[config.mk]
export PLATFORM = sky130hd
export DESIGN_NAME = mill_rx_ctrl
export DESIGN_NICKNAME = d
export VERILOG_FILES = /design/src/rtl/mill_rx_ctrl.sv
export SDC_FILE = /design/constraint.sdc
export NUM_CORES = 1
export LEC_CHECK = 0
export ABC_AREA = 1
export BUFFER_PORTS_ARGS = -buffer_cell sky130_fd_sc_hd__clkbuf_2
export CELL_PAD_IN_SITES_DETAIL_PLACEMENT = 1
export CELL_PAD_IN_SITES_GLOBAL_PLACEMENT = 1
export CORE_MARGIN = 5
export CORE_UTILIZATION = 45
export CTS_CLUSTER_DIAMETER = 150
export DETAILED_ROUTE_END_ITERATION = 12
export PLACE_DENSITY_LB_ADDON = 0.1
export SYNTH_ARGS = -nofsm -noshare
export SYNTH_HDL_FRONTEND = slang
export SYNTH_SLANG_ARGS = --single-unit
[constraint.sdc]
create_clock -name clk -period 4.1 [get_ports clk]
set_clock_uncertainty 0.1 [all_clocks]
set_input_delay 0.82 -clock clk [delete_from_list [all_inputs] [get_ports clk]]
set_output_delay 0.82 -clock clk [all_outputs]
set_load 0.02 [all_outputs]
[src/rtl/mill_rx_ctrl.sv]
// ISO 14443-A 106 kb/s PCD->PICC receive controller: SOF/EOF framing around a Modified
// Miller decoder, ETU-aligned bit sampling and LSB-first byte assembly with odd parity.
module mill_rx_ctrl #(
   parameter int unsigned ETU_CLKS    = 8,
   parameter int unsigned TIMEOUT_ETU = 1024,
   parameter int unsigned NB_W        = 6
) (
   input  logic            clk,
   input  logic            rst,
   input  logic            rx_start,
   input  logic            rx_abort,
   input  logic            miller_raw,
   input  logic            dec_data,
   output logic            dec_enable,
   output logic            rx_busy,
   output logic [7:0]      rx_byte,
   output logic            rx_byte_valid,
   output logic            rx_par_err,
   output logic            rx_done,
   output logic [NB_W-1:0] rx_nbytes,
   output logic [3:0]      rx_bits,
   output logic            rx_timeout
);

   localparam int unsigned PW      = (ETU_CLKS > 1) ? $clog2(ETU_CLKS) : 1;
   localparam int unsigned TO_CLKS = TIMEOUT_ETU * ETU_CLKS;
   localparam int unsigned TW      = (TO_CLKS > 1) ? $clog2(TO_CLKS) : 1;

   localparam logic [PW-1:0] PH_LAST = PW'(ETU_CLKS - 1);
   localparam logic [PW-1:0] PH_ONE  = PW'(1);
   localparam logic [TW-1:0] TO_LAST = TW'(TO_CLKS - 1);

   typedef enum logic [2:0] {
      StIdle,
      StArmed,
      StData,
      StFlush,
      StDone
   } state_e;

   state_e            state_q, state_d;
   logic              raw_meta_q, raw_s_q, raw_prev_q;
   logic [TW-1:0]     to_cnt_q, to_cnt_d;
   logic [PW-1:0]     phase_q, phase_d;
   logic              pause_acc_q, pause_acc_d;
   logic              pause_etu_q, pause_etu_d;
   logic              etu_valid_q, etu_valid_d;
   logic              sof_skip_q, sof_skip_d;
   logic              prev_pend_q, prev_pend_d;
   logic              prev_bit_q, prev_bit_d;
   logic              prev_zero_q, prev_zero_d;
   logic [7:0]        sh_q, sh_d;
   logic [3:0]        nbits_q, nbits_d;
   logic [NB_W-1:0]   nbytes_q, nbytes_d;
   logic [3:0]        bits_q, bits_d;
   logic [7:0]        byte_q, byte_d;
   logic              byte_valid_q, byte_valid_d;
   logic              par_err_q, par_err_d;
   logic              timeout_q, timeout_d;

   logic pause_edge;
   logic classify;
   logic sym_y;
   logic sym_bit;
   logic eof;

   assign pause_edge = raw_prev_q & ~raw_s_q;
   assign classify   = (state_q == StData) && (phase_q == PH_ONE) && etu_valid_q && !sof_skip_q;
   assign sym_y      = ~pause_etu_q;
   assign sym_bit    = pause_etu_q & dec_data;
   assign eof        = sym_y & prev_zero_q;

   always_comb begin
      state_d      = state_q;
      to_cnt_d     = to_cnt_q;
      phase_d      = phase_q;
      pause_acc_d  = pause_acc_q;
      pause_etu_d  = pause_etu_q;
      etu_valid_d  = etu_valid_q;
      sof_skip_d   = sof_skip_q;
      prev_pend_d  = prev_pend_q;
      prev_bit_d   = prev_bit_q;
      prev_zero_d  = prev_zero_q;
      sh_d         = sh_q;
      nbits_d      = nbits_q;
      nbytes_d     = nbytes_q;
      bits_d       = bits_q;
      byte_d       = 8'h00;
      byte_valid_d = 1'b0;
      par_err_d    = 1'b0;
      timeout_d    = 1'b0;

      if (rx_abort) begin
         state_d  = StIdle;
         nbytes_d = '0;
         bits_d   = 4'd0;
      end else begin
         unique case (state_q)
            StIdle: begin
               if (rx_start) begin
                  state_d  = StArmed;
                  to_cnt_d = '0;
                  nbytes_d = '0;
                  bits_d   = 4'd0;
               end
            end

            StArmed: begin
               if (to_cnt_q == TO_LAST) begin
                  timeout_d = 1'b1;
                  state_d   = StIdle;
               end else if (pause_edge) begin
                  state_d     = StData;
                  phase_d     = '0;
                  pause_acc_d = 1'b0;
                  etu_valid_d = 1'b0;
                  sof_skip_d  = 1'b1;
                  prev_pend_d = 1'b0;
                  prev_zero_d = 1'b1;
                  sh_d        = 8'h00;
                  nbits_d     = 4'd0;
               end else begin
                  to_cnt_d = to_cnt_q + 1'b1;
               end
            end

            StData: begin
               // Pause tracking uses the edge-register copy of raw_s, which lines up
               // exactly with the ETU grid started on the detected SOF edge.
               pause_acc_d = pause_acc_q | ~raw_prev_q;
               if (phase_q == PH_LAST) begin
                  phase_d     = '0;
                  pause_etu_d = pause_acc_q | ~raw_prev_q;
                  pause_acc_d = 1'b0;
                  etu_valid_d = 1'b1;
               end else begin
                  phase_d = phase_q + 1'b1;
               end

               if ((phase_q == PH_ONE) && etu_valid_q && sof_skip_q) begin
                  sof_skip_d = 1'b0;
               end

               if (classify) begin
                  if (eof) begin
                     // The pending 0 is the first half of EOF and is dropped.
                     bits_d = nbits_q;
                     if (nbits_q != 4'd0) begin
                        byte_valid_d = 1'b1;
                        byte_d       = sh_q;
                        par_err_d    = !((nbits_q == 4'd7) && (nbytes_q == '0));
                        if (nbytes_q != '1) nbytes_d = nbytes_q + 1'b1;
                        state_d = StFlush;
                     end else begin
                        state_d = StDone;
                     end
                  end else begin
                     // Data bits are released one symbol late so a trailing 0 can
                     // still be recognised as part of EOF.
                     if (prev_pend_q) begin
                        if (nbits_q == 4'd8) begin
                           byte_valid_d = 1'b1;
                           byte_d       = sh_q;
                           par_err_d    = ~^{sh_q, prev_bit_q};
                           if (nbytes_q != '1) nbytes_d = nbytes_q + 1'b1;
                           sh_d    = 8'h00;
                           nbits_d = 4'd0;
                        end else begin
                           sh_d[nbits_q[2:0]] = prev_bit_q;
                           nbits_d            = nbits_q + 4'd1;
                        end
                     end
                     prev_pend_d = 1'b1;
                     prev_bit_d  = sym_bit;
                     prev_zero_d = ~sym_bit;
                  end
               end
            end

            StFlush: state_d = StDone;

            StDone: state_d = StIdle;

            default: state_d = StIdle;
         endcase
      end
   end

   always_ff @(posedge clk) begin
      if (rst) begin
         state_q      <= StIdle;
         raw_meta_q   <= 1'b1;
         raw_s_q      <= 1'b1;
         raw_prev_q   <= 1'b1;
         to_cnt_q     <= '0;
         phase_q      <= '0;
         pause_acc_q  <= 1'b0;
         pause_etu_q  <= 1'b0;
         etu_valid_q  <= 1'b0;
         sof_skip_q   <= 1'b0;
         prev_pend_q  <= 1'b0;
         prev_bit_q   <= 1'b0;
         prev_zero_q  <= 1'b0;
         sh_q         <= 8'h00;
         nbits_q      <= 4'd0;
         nbytes_q     <= '0;
         bits_q       <= 4'd0;
         byte_q       <= 8'h00;
         byte_valid_q <= 1'b0;
         par_err_q    <= 1'b0;
         timeout_q    <= 1'b0;
      end else begin
         state_q      <= state_d;
         raw_meta_q   <= miller_raw;
         raw_s_q      <= raw_meta_q;
         raw_prev_q   <= raw_s_q;
         to_cnt_q     <= to_cnt_d;
         phase_q      <= phase_d;
         pause_acc_q  <= pause_acc_d;
         pause_etu_q  <= pause_etu_d;
         etu_valid_q  <= etu_valid_d;
         sof_skip_q   <= sof_skip_d;
         prev_pend_q  <= prev_pend_d;
         prev_bit_q   <= prev_bit_d;
         prev_zero_q  <= prev_zero_d;
         sh_q         <= sh_d;
         nbits_q      <= nbits_d;
         nbytes_q     <= nbytes_d;
         bits_q       <= bits_d;
         byte_q       <= byte_d;
         byte_valid_q <= byte_valid_d;
         par_err_q    <= par_err_d;
         timeout_q    <= timeout_d;
      end
   end

   assign dec_enable    = (state_q == StData);
   assign rx_busy       = (state_q == StArmed) || (state_q == StData);
   assign rx_byte       = byte_q;
   assign rx_byte_valid = byte_valid_q;
   assign rx_par_err    = par_err_q;
   assign rx_done       = (state_q == StDone);
   assign rx_nbytes     = nbytes_q;
   assign rx_bits       = bits_q;
   assign rx_timeout    = timeout_q;

endmodule

==> impl_metrics.toml, run 1 <==
[status]
outcome = "finished clean"

[synth]
synth_top_family_by_area = "simple AND/OR/NAND/NOR gates"
synth_top_cell_area_share_pct = 35.9
ys_warn_count = 0
syn_nets = 538
synthArstFlopShare_pct = 0
synth_seq_cells = 62
synth_mux_area_share_pct = 0
syn_inst = 524
ys_types = 39
syn_avg_cell_area_um2 = 6.60
synthXorXnorAreaFrac_pct = 1.77
yosys.area_share.adder_pct = 2.89
netlist_area_mm2 = 0.00346
synth-edff-count = 0
yosys.area_share.simple_pct = 38.9
synth_flop_cell = "dfxtp_1"
synth_compound_area_share_pct = 10.6
yosys-top-cells-area = "dfxtp_1 36%, nand2_1 15%, nor2_1 8.0%"
synth_top_area_cell = "dfxtp_1"
ys_seq_area_share_pct = 35.9

[min_path]
hold_class = "reg -> reg"
hold_end = "raw_s_q"
hold_path_startpoint = "raw_meta_q"
worstHoldPathCells = 1

[sta]
tns_ns = 0
setup_viol = 0
fin_crit_sh_pct = 59.1
finalHoldViolCount = 0
worstMarginPinSlew_ns = 0.815
relSlewSlack_pct = 45.5
drv_slew = 0
fmax_mhz = 413
layout_setup_ws_ns = 1.68
rsz0062_at_grt = "false"
min_period_ns = 2.42

[cells_and_area]
drive_gt1_share_pct = 14.4
multi_input_area_mm2 = 0.00187
layout.nets = 564
fill_cells = 1053
num_antenna_cells = 0
regArea_mm2 = 0.00124
areaGrowthSynthToFinish_pct = 12.6

[global_route]
grt_pass1_wl_mm = 16.1
grt_max_degree = 26
grt_antenna_before_repair = 0
overflow = 0
grt_pass1_vias = 3473
grt_usage_pct = 20.5

[clock_tree]
ctsResizeCount = 0
cts_max_level = 3
clk_latency_ns = 0.35
numCtsBuffers = 9
cts_tree = "yes"
clock_path_buffers = 2
cts_hold_buf = 0
numClockSinks = 62
path_clk_slew_ns = 0.07
cts_setup_buffers = 0
cts_root_buf = "clkbuf_8"

[power_and_ir_drop]
leakage_nw = 1.73
powerDensity_mw_per_mm2 = 406
peakVddDrop_mv = 0.197

[placement]
dp_slack_ns = 1.72
place.gp.congestion = 0.844
io_buffer_count = 29
hpwl_mm = 6.92

[die]
dieWidth_um = 97.7
io_pins = 30
start_util_pct = 45.5
row_count = 32
dieHeight_um = 97.7
core_area_mm2 = 0.00761
die_area_mm2 = 0.00954

[detailed_routing]
detail-route-antenna-nets = 0
routed_wl_mm = 9.34
via_per_inst = 5.10
drc_errors = 0
wl_per_cell_um = 14.2
drt_iter0_markers = 90
dr_total_vias = 3349
first_pass_iters = 4

[worst_setup_path]
arrival_ns = 1.50
cp_max_fo = 16
regToRegStartpoint = "state_q[2]"
cp_data_required_time_ns = 3.18
r2r-end = "to_cnt_q[9]"
critPathKind = "reg -> out"
end_kind = "output pin"
startpoint_type = "flip-flop"
reg2reg_depth = 9
regToRegSetupSlack_ns = 1.81

[job]
maxCapViolations = 0
-- metrics by stage --
step | utilization [%] | hold slack (ns) | power, W | instance area [um^2] | cells
final | 51.2 | 0.320 | 0.00158 | 3890 | 657
after global routing | 51.2 | 0.350 | 0.00166 | 3890 | 657
after global placement | 47.8 | 0.301 | 0.000887 | 3640 | 641
after CTS | 51.2 | 0.326 | 0.00159 | 3890 | 657
after detailed placement | 47.8 | 0.305 | 0.000898 | 3640 | 641
after floorplan | - | 0.289 | 0.000840 | 3460 | 524
-- cell type report --
| class | instances | area share (%) |
|---|---|---|
| multi-input cells | 382 | 48.1 |
| flip-flops and latches | 62 | 31.9 |
| clock buffers | 11 | 3.89 |
| clock inverters | 5 | 2.70 |
| repair buffers | 29 | 3.73 |
| well taps | 102 | 3.28 |
| inverters | 66 | 6.42 |
-- critical path: stages (launching register included) --
cell      delay (ns)
dfxtp_1         0.41
inv_2           0.09
nor2_4          0.12
nand2_4         0.17
inv_4           0.17
clkbuf_2        0.19
-- synthesized netlist by cell type, types with 4 or more instances --
| cell type | count |
|---|---|
| nor2_1 | 74 |
| nand4_1 | 10 |
| buf_6 | 4 |
| nand2_2 | 5 |
| dfxtp_1 | 62 |
| nand2_1 | 142 |
| inv_1 | 59 |
| nand3_1 | 26 |
| inv_2 | 5 |
| a21oi_1 | 40 |
| xor2_1 | 5 |
| o21ai_0 | 16 |
| o21ai_1 | 6 |
| nor3_1 | 16 |
| nor2_4 | 4 |
| ha_1 | 8 |
| clkbuf_1 | 4 |
| or2_2 | 5 |
-- report_power, final --
group	switching [W]	total [W]	internal, W	leakage (nW)
clock network	0.000260	0.000697	0.000437	0.122
logic	0.000170	0.000237	0.0000671	1.10
registers	0.0000248	0.000647	0.000622	0.502
-- worst max path at each step --
stage               slack (ns)       start            to  depth (start not counted)
floorplan                 2.25  state_q[2]       rx_done                          2
global placement          1.82    rx_abort       sh_q[1]                          7
detailed placement        1.72    rx_start   to_cnt_q[9]                          8
CTS                       1.64  state_q[0]       rx_busy                          3
global route              1.47  state_q[2]  to_cnt_q[11]                          8
finish                    1.68  state_q[1]    dec_enable                          5
-- layer usage --
layer  up-vias  part of all wire, %  global-route usage [%]  routed length (um)
li1       1713                    -                       -                   -
met1      1580                   45                    25.1                4200
met2        37                   50                    35.4                4670
met3        19                  2.7                    4.31                 255
met4         0                  2.2                    6.92                 207
met5         -                    0                       0                   0
-- logic make-up after synthesis --
group                      after synthesis
and+or+nand+nor                        298
buffers and inverters                   80
xor gates and xnor gates                 7
DFF                                     62
AOI/OAI and AO/OA                       69
adders and majority gates                8
-- registers in the layout (all words and copies together) (netlist names), 3 cells and up --
name       count
to_cnt_q      13
rx_byte        8
sh_q           8
rx_nbytes      6
nbits_q        4
rx_bits        4
phase_q        3
state_q        3
-- cell usage in the layout (no fill, tap or decap), types with 2 or more instances in the layout --
cell,instances
ha_1,8
nand2_1,142
nor3_1,16
nand3b_1,2
nand4_2,2
bufinv_16,3
nand3_1,26
nand3_2,2
nand4_1,10
nor2_4,4
or2_2,5
xnor2_1,2
o21ai_1,6
inv_1,59
nand2_2,5
o21bai_1,2
nor2_2,3
clkbuf_2,29
clkinvlp_4,2
xor2_1,5
dfxtp_1,62
clkbuf_8,11
a21oi_1,40
inv_2,5
o21ai_0,16
nor2_1,74
a21oi_2,2
nand2_4,2
Note: power is estimated with default switching activity, not from simulation.
==> run 2: changes to the inputs <==
--- a/config.mk
+++ b/config.mk
@@ -5,12 +5,12 @@
 export SDC_FILE = /design/constraint.sdc
 export NUM_CORES = 1
 export LEC_CHECK = 0
-export ABC_AREA = 1
+export ABC_AREA = 0
 export BUFFER_PORTS_ARGS = -buffer_cell sky130_fd_sc_hd__clkbuf_2
 export CELL_PAD_IN_SITES_DETAIL_PLACEMENT = 1
 export CELL_PAD_IN_SITES_GLOBAL_PLACEMENT = 1
 export CORE_MARGIN = 5
-export CORE_UTILIZATION = 45
+export CORE_UTILIZATION = 41
 export CTS_CLUSTER_DIAMETER = 150
 export DETAILED_ROUTE_END_ITERATION = 12
 export PLACE_DENSITY_LB_ADDON = 0.1
==> constraint.sdc (replaced) <==
create_clock -name clk -period 2.1 [get_ports clk]
set_clock_uncertainty 0.1 [all_clocks]
set_input_delay 0.42 -clock clk [delete_from_list [all_inputs] [get_ports clk]]
set_output_delay 0.42 -clock clk [all_outputs]
set_load 0.02 [all_outputs]
==> run 2 against run 1 <==
  * Hold slack worse by 0.15 ns
  * Critical path depth is 1 higher
  * Via count is 6.7% lower
  * Non-clock buffer count is 57 higher
  * Sequential power is 84% higher
  * Critical endpoint is now rx_nbytes[0]
  * First-iteration DRC count is 33% higher
  * Clock power is 42% higher
  * Synthesized area is 6.1% lower
  * Global-route usage is 0.89 points lower
  * Highest routed layer unchanged
  * Cell area is 6.8% higher
  * Core utilization is 2.7 points higher
==> impl_metrics.toml, run 2 <==
[status]
outcome = "finished clean"

[synth]
syn_nets = 380
ys_types = 74
syn_inst = 366
synth_seq_cells = 62
synth_top_area_cell = "dfxtp_1"
syn_avg_cell_area_um2 = 8.88
synth-edff-count = 0
yosys-top-cells-area = "dfxtp_1 38%, a21oi_1 4.6%, nor2_1 3.1%"
synth_flop_cell = "dfxtp_1"
synth_top_cell_area_share_pct = 38.2
ys_seq_area_share_pct = 38.2
netlist_area_mm2 = 0.00325
synthArstFlopShare_pct = 0
ys_warn_count = 0
yosys.cell_count.top_type = "dfxtp_1"
ys_top_cells_by_count = "62 x dfxtp_1, 30 x a21oi_1, 27 x nor2_1, 25 x nand2_1, 17 x nand3_1"

[worst_setup_path]
startpoint_type = "flip-flop"
cp_cell_sequence = "buf_12, or3b_4, buf_4, a211oi_4, nand4_1, o31ai_1"
reg2reg_depth = 6
cpPeakStageDelay_ns = 0.43
cp_slowest_cell = "or3b_4"
end_kind = "flip-flop"
critPathKind = "reg -> reg"
cp_max_fo = 6
cp_data_required_time_ns = 2.22
arrival_ns = 2.21

[clock_tree]
path_clk_slew_ns = 0.07
cts_max_level = 3
cts_hold_buf = 0
numClockSinks = 62
numCtsBuffers = 9
clock_path_buffers = 2
cts_tree = "yes"
clk_latency_ns = 0.34
cts_root_buf = "clkbuf_8"

[cells_and_area]
drive_gt1_share_pct = 32.5
largest_reg_flops = 13
largest_register = "to_cnt_q"
final_cell_area_mm2 = 0.00416
final_cell_mix = "57 x dfxtp_1, 53 x buf_4, 30 x a21oi_1, 27 x nor2_1, 27 x clkbuf_2"
areaGrowthSynthToFinish_pct = 28.1
final_common_cell = "dfxtp_1"
layout.nets = 455
num_antenna_cells = 0

[detailed_routing]
drc_errors = 0
dr_total_vias = 3125
detail-route-antenna-nets = 0
first_pass_iters = 4
via_per_inst = 5.70
drt_iter0_markers = 120
wl_per_cell_um = 17.7
routed_wl_mm = 9.69

[sta]
rsz0062_at_grt = "true"
tns_ns = 0
fmax_mhz = 480
holdWs_ns = 0.168
finalHoldViolCount = 0
relSlewSlack_pct = 70.9
setup_viol = 0
worstMarginPinSlew_ns = 0.433
drv_slew = 0
min_period_ns = 2.08
fin_crit_sh_pct = 99.2

[placement]
hpwl_mm = 6.84
placed_area_mm2 = 0.00378
io_buffer_count = 29
place.gp.congestion = 0.826

[global_route]
grt_pass1_vias = 3163
overflow = 0
grt_max_degree = 18
grt_antenna_before_repair = 0
grt_pass1_wl_mm = 15.7
grt_usage_pct = 19.6

[die]
start_util_pct = 42.0
die_area_mm2 = 0.00981
core_area_mm2 = 0.00773
row_count = 32
io_pins = 30
dieWidth_um = 99.0
dieHeight_um = 99.0

[min_path]
hold_class = "in -> reg"
worstHoldPathCells = 2

[power_and_ir_drop]
leakage_nw = 1.64
total_power_w = 0.00241
peakVddDrop_mv = 0.361
powerDensity_mw_per_mm2 = 579

[job]
maxCapViolations = 0
[run 2: changes by cell type after synthesis, sizes merged, moves of 10 or more]
cell,delta
inv,-53
nand3,-12
a21oi,-11
and2,+10
nor3,-11
nand2,-122
a211oi,+13
nor2,-53
[run 2: cell families after synthesis]
group | after synthesis | share of synthesized area, %
buf+inv | 35 | 5.58
compound gates | 110 | 24.0
flops | 62 | 38.2
mux | 1 | 0.347
fa+ha+maj | 8 | 3.08
simple gates | 143 | 26.5
xor+xnor | 7 | 2.31
[run 2: layer usage]
metal | vias to the layer above | wire, um | global-route usage, %
met5 | - | 0 | 0
li1 | 1503 | - | -
met2 | 60 | 4710 | 32.6
met3 | 9 | 331 | 3.75
met1 | 1553 | 4530 | 25.4
met4 | 0 | 120 | 6.20
[run 2: per-stage QoR]
step | utilization [%] | setup slack, ns | instances
after floorplan | - | 0.0329 | 366
after global placement | 48.9 | 0.0185 | 523
after detailed placement | 48.9 | -0.0610 | 523
after CTS | 51.8 | -0.0368 | 539
after global routing | 53.9 | -0.0367 | 548
final | 53.9 | 0.0178 | 548
[run 2: layout make-up]
class / instances / area, um^2
clock buffer: 11 / 151
tap: 102 / 128
sequential: 62 / 1250
fill: 923 / 3570
multi-input combinational: 269 / 1920
timing repair buffer: 86 / 624
inverter: 13 / 53.8
clock inverter: 5 / 33.8
[run 2: path summary, 6_finish.rpt]
path,start,to,slack (ns)
max,state_q[0],rx_nbytes[0],0.02
min,miller_raw,raw_meta_q,0.17
max reg2reg,state_q[0],rx_nbytes[0],0.02
min reg2reg,raw_meta_q,raw_s_q,0.31
[run 2: critical path, delay by kind of cell (launching register included)]
kind            cells  cell delay, ns
simple gates        2            0.63
compound gates      2            0.61
flops               1            0.34
buf+inv             2            0.30
[run 2: timing repair]
| action | in CTS | in global routing |
|---|---|---|
| resized for setup | 9 | 22 |
| endpoints found under the setup margin | 9 | 29 |
| pin swaps | 2 | 7 |
| setup buffers | 1 | 9 |
[run 2: power by group]
part / switching [W] / internal (W)
logic: 0.000134 / 0.0000957
clock network: 0.000499 / 0.000491
registers: 0.00000622 / 0.00118
==> run 3: changes to the inputs <==
--- a/config.mk
+++ b/config.mk
@@ -8,11 +8,12 @@
 export ABC_AREA = 0
 export BUFFER_PORTS_ARGS = -buffer_cell sky130_fd_sc_hd__clkbuf_2
 export CELL_PAD_IN_SITES_DETAIL_PLACEMENT = 1
-export CELL_PAD_IN_SITES_GLOBAL_PLACEMENT = 1
+export CELL_PAD_IN_SITES_GLOBAL_PLACEMENT = 2
 export CORE_MARGIN = 5
-export CORE_UTILIZATION = 41
+export CORE_UTILIZATION = 33
 export CTS_CLUSTER_DIAMETER = 150
 export DETAILED_ROUTE_END_ITERATION = 12
+export MAX_ROUTING_LAYER = met4
 export PLACE_DENSITY_LB_ADDON = 0.1
 export SYNTH_ARGS = -nofsm -noshare
 export SYNTH_HDL_FRONTEND = slang
==> run 3 against run 2 <==
  * Die area grew 22%
  * Hold slack got worse by 0.010 ns
  * Total power grew 9.6%
  * Sequential power hardly changed
  * Global-route usage is 1.4 points lower
  * Register-to-register slack better by 0.04 ns
  * Highest routed layer unchanged
  * Largest cell class unchanged
==> impl_metrics.toml, run 3 (synthesized netlist as in run 2, its figures left out) <==
[status]
outcome = "finished clean"

[detailed_routing]
routed_wl_mm = 10.1
first_pass_iters = 4
detail-route-antenna-nets = 0
dr_total_vias = 3111
wl_per_cell_um = 17.2
via_per_inst = 5.33
drc_errors = 0
drt_iter0_markers = 83

[clock_tree]
clock_path_buffers = 2
numCtsBuffers = 9
cts_max_level = 3
clk_latency_ns = 0.35
path_clk_slew_ns = 0.08
cts_hold_buf = 0
cts_tree = "yes"
cts_root_buf = "clkbuf_8"
numClockSinks = 62

[power_and_ir_drop]
p_sw_share_pct = 25.0
combPwrFrac_pct = 8.2
seqPwrFrac_pct = 45.0
powerDensity_mw_per_mm2 = 626
clockPowerShare_pct = 46.7
p_switching_w = 0.000660
peakVddDrop_mv = 0.309
leakage_nw = 1.66
p_int_w = 0.00198
total_power_w = 0.00264

[worst_setup_path]
end_kind = "flip-flop"
cp_data_required_time_ns = 2.24
cp_cell_sequence = "ha_2, nand3_2, buf_4, buf_4, or3_1, a21o_1, a31o_2"
cp_slowest_cell = "or3_1"
cp_max_fo = 9
cpPeakStageDelay_ns = 0.41
arrival_ns = 2.18
worst_path_most_repeated_cell = "buf_4"
critPathKind = "reg -> reg"
startpoint_type = "flip-flop"

[sta]
relSlewSlack_pct = 66.0
worstMarginPinSlew_ns = 0.506
layout_setup_ws_ns = 0.0602
fin_crit_sh_pct = 97.1
tns_ns = 0
finalHoldViolCount = 0
fmax_mhz = 490
setup_viol = 0
min_period_ns = 2.04
drv_slew = 0

[placement]
hpwl_mm = 7.37
dp.cells = 559
io_buffer_count = 29
place.gp.congestion = 0.835
dp_slack_ns = -0.0243

[min_path]
hold_class = "in -> reg"

[global_route]
grt_max_degree = 27
grt_antenna_before_repair = 0
overflow = 0
grt_pass1_wl_mm = 16.3
grt_usage_pct = 18.1
grt_pass1_vias = 3161

[cells_and_area]
largest_reg_flops = 13
fill_cells = 1156
areaGrowthSynthToFinish_pct = 29.7
drive_gt1_share_pct = 33.9
final_cell_mix = "60 x buf_4, 57 x dfxtp_1, 29 x a21oi_1, 27 x nor2_1, 27 x clkbuf_2"
final_cell_count_no_fill = 584
num_antenna_cells = 0
final_common_cell = "buf_4"
largest_register = "to_cnt_q"
layout.nets = 460

[die]
io_pins = 30
dieWidth_um = 109
start_util_pct = 33.6
dieHeight_um = 109
core_area_mm2 = 0.00968
row_count = 36
die_area_mm2 = 0.0119

[job]
maxCapViolations = 0
[run 3: metal layers]
metal | vias to the layer above | global-route usage (%) | routed length [um] | share of wire, %
li1 | 1516 | - | - | -
met1 | 1543 | 22.4 | 4570 | 45
met2 | 36 | 30.1 | 5100 | 51
met3 | 16 | 3.14 | 209 | 2.1
met4 | 0 | 5.79 | 179 | 1.8
met5 | - | - | 0 | 0
[run 3: final timing paths]
check | to | slack, ns | start | depth (start not counted)
setup / recovery | to_cnt_q[10] | 0.06 | to_cnt_q[0] | 7
hold / removal | raw_meta_q | 0.16 | miller_raw | 2
setup reg to reg | to_cnt_q[10] | 0.06 | to_cnt_q[0] | 7
hold reg to reg | raw_s_q | 0.32 | raw_meta_q | 1
[run 3: area by class of cell]
class                   instances  area, um^2  area share, %
repair buffers                 91         633           15.0
clock buffers                  10         138           3.27
well taps                     133         166           3.95
multi-input cells             269        1880           44.6
clock inverters                 6        92.6           2.20
inverters                      13        53.8           1.28
flip-flops and latches         62        1250           29.7
[run 3: power groups by stage]
stage,Clock [W],Sequential [W],Combinational (W)
after floorplan,0,0.00121,0.000126
after global placement,0,0.00122,0.000197
after detailed placement,0,0.00122,0.000198
after CTS,0.00128,0.00119,0.000207
after global routing,0.00133,0.00119,0.000237
final,0.00123,0.00119,0.000217
[run 3: worst max-delay path: cells and delay by family (launching register included)]
family,cells,cell delay [ns]
AOI/OAI and AO/OA,2,0.43
adders and majority gates,1,0.20
buffers and inverters,2,0.33
DFF,1,0.35
and+or+nand+nor,2,0.53
[run 3: stage by stage]
step	utilization [%]	hold WS (ns)	instance area, um^2
floorplan	-	0.289	3260
global placement	39.6	0.296	3830
detailed placement	39.6	0.303	3830
CTS	42.3	0.139	4100
global route	43.5	0.160	4220
finish	43.5	0.158	4220
[run 3: repair_timing]
item                                   in CTS  in global routing
gates resized for setup                     9                 22
pin swaps                                   2                 10
setup buffers                               2                  7
endpoints found under the hold margin       0                  0
setup endpoints to repair                   8                 33
gates cloned                                0                  0
